### src/rtl/video_stream_packet_arbiter.sv
// Two-input, packet-granular round-robin arbiter for Avalon-ST video.
// A granted source keeps the output path from its SOP through its EOP.
// While idle, stray non-SOP beats are flushed. A watchdog frees a grant
// whose source has stopped sending mid-packet.
//
// state | meaning
// ------+-------------------------------------------------------------
// IDLE  | no lock; arbitrate SOP requests, flush non-SOP beats
// LOCK0 | source 0 owns the output until its EOP or a watchdog release
// LOCK1 | source 1 owns the output until its EOP or a watchdog release
module video_stream_packet_arbiter #(
    parameter int DW      = 23,
    parameter int EW      = 1,
    parameter int TIMEOUT = 1024
) (
    input  logic          clk,
    input  logic          reset,
    input  logic [DW:0]   in0_data,
    input  logic          in0_sop,
    input  logic          in0_eop,
    input  logic [EW:0]   in0_empty,
    input  logic          in0_valid,
    output logic          in0_ready,
    input  logic [DW:0]   in1_data,
    input  logic          in1_sop,
    input  logic          in1_eop,
    input  logic [EW:0]   in1_empty,
    input  logic          in1_valid,
    output logic          in1_ready,
    output logic [DW:0]   out_data,
    output logic          out_sop,
    output logic          out_eop,
    output logic [EW:0]   out_empty,
    output logic          out_valid,
    input  logic          out_ready,
    output logic [1:0]    grant,
    output logic [15:0]   frame_count,
    output logic          timeout_pulse
);

    // Watchdog counter only has to reach TIMEOUT-1.
    localparam int CW = (TIMEOUT > 1) ? $clog2(TIMEOUT) : 1;
    localparam logic [CW-1:0] WD_LAST = CW'((TIMEOUT > 0) ? TIMEOUT - 1 : 0);

    typedef enum logic [1:0] {
        IDLE  = 2'd0,
        LOCK0 = 2'd1,
        LOCK1 = 2'd2
    } state_t;

    state_t          state;
    state_t          state_nx;
    logic            last_grant;
    logic            last_nx;
    logic [CW-1:0]   wd_cnt;
    logic [CW-1:0]   wd_nx;
    logic            load;
    logic            fire_eop;
    logic            fire_wd;
    logic            req0;
    logic            req1;
    logic            sel1;
    logic            src_valid;
    logic            src_eop;

    assign req0      = in0_valid & in0_sop;
    assign req1      = in1_valid & in1_sop;
    assign sel1      = (state == LOCK1);
    assign src_valid = sel1 ? in1_valid : in0_valid;
    assign src_eop   = sel1 ? in1_eop   : in0_eop;
    assign grant     = {state == LOCK1, state == LOCK0};

    // Arbitration, per-source ready, packet exit and watchdog decisions.
    always_comb begin
        state_nx  = state;
        last_nx   = last_grant;
        wd_nx     = wd_cnt;
        in0_ready = 1'b0;
        in1_ready = 1'b0;
        load      = 1'b0;
        fire_eop  = 1'b0;
        fire_wd   = 1'b0;
        case (state)
            IDLE: begin
                // SOP beats wait here; they are consumed only once locked.
                in0_ready = in0_valid & ~in0_sop;
                in1_ready = in1_valid & ~in1_sop;
                wd_nx     = '0;
                if (req0 && req1) begin
                    state_nx = last_grant ? LOCK0 : LOCK1;
                end else if (req0) begin
                    state_nx = LOCK0;
                end else if (req1) begin
                    state_nx = LOCK1;
                end
            end
            LOCK0, LOCK1: begin
                load = out_ready | ~out_valid;
                if (sel1) begin
                    in1_ready = load;
                end else begin
                    in0_ready = load;
                end
                if (src_valid && load) begin
                    wd_nx = '0;
                end else if (!src_valid) begin
                    if (TIMEOUT != 0 && wd_cnt == WD_LAST) begin
                        fire_wd = 1'b1;
                    end else begin
                        wd_nx = wd_cnt + 1'b1;
                    end
                end
                if (src_valid && load && src_eop) begin
                    fire_eop = 1'b1;
                end
                if (fire_eop || fire_wd) begin
                    state_nx = IDLE;
                    last_nx  = sel1;
                    wd_nx    = '0;
                end
            end
            default: begin
                state_nx = IDLE;
            end
        endcase
        if (reset) begin
            in0_ready = 1'b0;
            in1_ready = 1'b0;
        end
    end

    // Lock state, round-robin history, watchdog, packet counter and pulse.
    always_ff @(posedge clk) begin
        if (reset) begin
            state         <= IDLE;
            last_grant    <= 1'b1;
            wd_cnt        <= '0;
            frame_count   <= 16'd0;
            timeout_pulse <= 1'b0;
        end else begin
            state         <= state_nx;
            last_grant    <= last_nx;
            wd_cnt        <= wd_nx;
            timeout_pulse <= fire_wd;
            if (fire_eop) begin
                frame_count <= frame_count + 16'd1;
            end
        end
    end

    // Output register: loads from the locked source, drains while idle.
    always_ff @(posedge clk) begin
        if (reset) begin
            out_data  <= '0;
            out_sop   <= 1'b0;
            out_eop   <= 1'b0;
            out_empty <= '0;
            out_valid <= 1'b0;
        end else if (load) begin
            out_data  <= sel1 ? in1_data  : in0_data;
            out_sop   <= sel1 ? in1_sop   : in0_sop;
            out_eop   <= sel1 ? in1_eop   : in0_eop;
            out_empty <= sel1 ? in1_empty : in0_empty;
            out_valid <= src_valid;
        end else if (state == IDLE && out_ready) begin
            out_valid <= 1'b0;
        end
    end

endmodule

### config.mk
export PLATFORM = sky130hd
export DESIGN_NAME = video_stream_packet_arbiter
export DESIGN_NICKNAME = d
export VERILOG_FILES = /design/src/rtl/video_stream_packet_arbiter.sv
export SDC_FILE = /design/constraint.sdc
export NUM_CORES = 1
export LEC_CHECK = 0
export ABC_AREA = 1
export BUFFER_PORTS_ARGS = -buffer_cell sky130_fd_sc_hd__buf_4
export CAP_MARGIN = 20
export CORE_MARGIN = 10
export CORE_UTILIZATION = 49
export CTS_CLUSTER_DIAMETER = 30
export DETAILED_ROUTE_END_ITERATION = 10
export PLACE_DENSITY = 0.82
export SLEW_MARGIN = 10
export SYNTH_ARGS = -nofsm -noshare
export SYNTH_HDL_FRONTEND = slang
export SYNTH_SLANG_ARGS = --single-unit
### constraint.sdc
create_clock -name clk -period 2.2 [get_ports clk]
set_input_delay 0 -clock clk [delete_from_list [all_inputs] [get_ports clk]]
set_output_delay 0 -clock clk [all_outputs]
set_load 0.02 [all_outputs]
==> results.json <==
{
  "crit_path_start_kind": "register",
  "busiest_layer": "met2",
  "dieWidth_um": 98.3,
  "cts_buffers": 9,
  "worst-path-buf-inv": 4,
  "path_clk_slew_ps": 70,
  "cpLargestDelayFamily": "buffers and inverters",
  "max_freq_mhz": 479,
  "synth_warnings": 0,
  "avgRoutedWirePerCell_um": 17.1,
  "tightest_slew_ps": 341,
  "maxSlewHeadroom_pct": 77.0,
  "hold_viol_final": 0,
  "ir_drop_mv": 0.839,
  "min_period_ps": 2090,
  "met1_usage_pct": 24.3,
  "rows": 28,
  "first_pass_iters": 5,
  "seq_area_frac_synth_pct": 39.3,
  "crit_type": "register to output pin",
  "gp_congestion": 0.900,
  "final_max_slew_viol_count": 0,
  "ys_seq_elements": 59,
  "postRouteAntennaNets": 0,
  "worst_ep_required_time_ps": 2200,
  "cts_tree": "yes",
  "hold_class": "input port to register",
  "synth_cells": 439,
  "grt_pass1_wl_mm": 18.8,
  "cts-root-buf": "clkbuf_8",
  "drive_above_1_share_pct": 24.2,
  "layout.nets": 670,
  "synth_area_leaders": "dfxtp_1 (39%), nand2_1 (16%), o21ai_0 (7.5%), nor2_1 (5.7%), a31oi_1 (5.6%)",
  "status": "finished clean",
  "drv_cap": 0,
  "setup_viol": 0,
  "num-fill-cells": 368,
  "cts_max_level": 3,
  "path_cells": "inv_1, ha_4, inv_2, nor2_4, buf_12, nand2_1, a211oi_1, buf_4",
  "synth_top_area_share_pct": 39.3,
  "grt_overflow": 0,
  "met2_usage_pct": 39.9,
  "multi_input_area_um2": 1590,
  "fin_tns_setup_ps": 0,
  "grt_pass1_vias": 3905,
  "avgSynthCellArea_um2": 6.85,
  "core_um2": 5920,
  "start_util_pct": 50.8,
  "power_leakage_nw": 2.07,
  "grt_max_degree": 30,
  "end_kind": "output pin",
  "die_h_um": 98.3,
  "fin_skew_ps": 6.20,
  "grt.total_usage_pct": 23.1,
  "io_pins": 111,
  "synthesis.nets": 506,
  "grt_use_met3_pct": 9.23,
  "crit_slowest_cell": "dfxtp_1",
  "drc": 0,
  "drt-total-wl_mm": 11.7,
  "min_period_over_period_pct": 94.8,
  "drt_iter0_drc": 184,
  "ys_types": 33,
  "slowest_delay_ps": 380,
  "hpwl_mm": 6.89,
  "rsz0062_at_grt": "no",
  "path_max_fanout": 29,
  "dieArea_um2": 9670,
  "cts.sinks": 59,
  "cts_max_path_buffers": 2,
  "syn_area_um2": 3010,
  "p_per_area_nw_per_um2": 987,
  "viasPerCell": 5.45,
  "n_antenna_cell": 0,
  "numPortBuffers": 110,
  "clock_latency_ps": 340,
  "antenna_found_initial": 0,
  "seqCellArea_um2": 1180,
  "cp.arrival_ps": 2090,
  "post-route-util_pct": 79.2,
  "syn2layout_area_growth_pct": 56.1,
  "yosysTopAreaCell": "dfxtp_1",
  "via_count": 3722
}
[worst min-delay path, delay by kind of cell]
family	cells	cell delay, ps
compound gates	2	230
buf+inv	2	120
[layout make-up]
class	count	share of cell area (%)
repair buffers	175	31.7
flip-flops and latches	59	25.2
inverters	38	3.09
multi-input cells	320	33.8
well taps	75	2.00
clock buffers	12	3.09
clock inverters	4	1.07
[synth_stat cells]
cell type,instances
nand2_1,126
dfxtp_1,59
nor2_1,46
o21ai_0,45
inv_1,36
a31oi_1,27
a21oi_1,16
clkbuf_1,13
nand3_1,10
nor3_1,9
ha_1,6
buf_2,5
nand4_1,5
xor2_1,5
buf_4,3
o21ai_1,3
xnor2_1,3
a211oi_1,2
inv_2,2
nand3_2,2
nand3b_1,2
nor2_2,2
nor2_4,2
buf_6,1
nand2_2,1
nand4_2,1
nor3_2,1
nor3_4,1
nor3b_1,1
nor4_1,1
o21a_1,1
o31ai_1,1
o32ai_1,1
[what timing repair did]
| item | in CTS | in global routing |
|---|---|---|
| setup buffers | 0 | 0 |
| gates resized for setup | 0 | 3 |
| endpoints found under the hold margin | 39 | 0 |
| cloned | 1 | 0 |
| endpoints found under the setup margin | 1 | 2 |
| hold buffers | 55 | 0 |
[report_power, final]
group	internal (W)	total, W	switching [W]
sequential	0.00129	0.00145	0.000160
clock	0.000553	0.000998	0.000445
combinational	0.000864	0.00218	0.00132
total	0.00271	0.00463	0.00193
[per-stage QoR]
step	setup slack (ps)	cell area [µm²]	std cells	hold slack, ps	power (W)
detailed placement	269	3900	611	283	0.00327
global route	5.43	4690	683	122	0.00485
CTS	7.38	4680	683	62.4	0.00445
global placement	357	3900	611	277	0.00321
finish	114	4690	683	66.3	0.00463
floorplan	433	3010	439	161	0.00260
[cells in the final DEF (no fill, tap or decap), types with 2 or more instances in the layout]
master	count
nor2_1	46
clkbuf_1	2
nand3_1	10
o21ai_0	45
a31oi_1	27
clkbuf_8	10
nand4_1	5
xor2_1	5
clkinvlp_4	2
nor3_1	9
xnor2_1	3
o21ai_1	3
buf_4	118
nor2_2	2
nor2_4	2
dfxtp_1	59
nand2_1	126
dlygate4sd3_1	55
ha_1	5
a21oi_1	16
nand3b_1	2
inv_1	36
nand3_2	2
a211oi_1	2
[logic make-up after synthesis]
logic type	share of synthesized area [%]
AOI/OAI and AO/OA	17.6
xor gates and xnor gates	2.33
and+or+nand+nor	30.0
buffers and inverters	8.33
adders and majority gates	2.50
DFF	39.3
[flip-flops by register name (all words and copies together) (netlist names)]
| name | count |
|---|---|
| state | 2 |
| out_empty | 2 |
| out_sop | 1 |
| out_data | 24 |
| out_eop | 1 |
| out_valid | 1 |
| last_grant | 1 |
| wd_cnt | 10 |
| timeout_pulse | 1 |
| frame_count | 16 |
[path summary, 6_finish.rpt]
path,startpoint,slack [ps],end,depth (start not counted)
worst max-delay path,state[1],110,in0_ready,8
worst max register to register,state[0],250,frame_count[8],12
worst min register to register,frame_count[13],490,frame_count[13],2
worst min-delay path,out_ready,70,out_valid,4
[metal layers]
layer / up-vias / wire length [µm]
met5: - / 0
met3: 39 / 1220
met2: 197 / 5640
met4: 0 / 398
met1: 1710 / 4440
li1: 1776 / -
No activity file was read; power rests on OpenSTA's default activity.
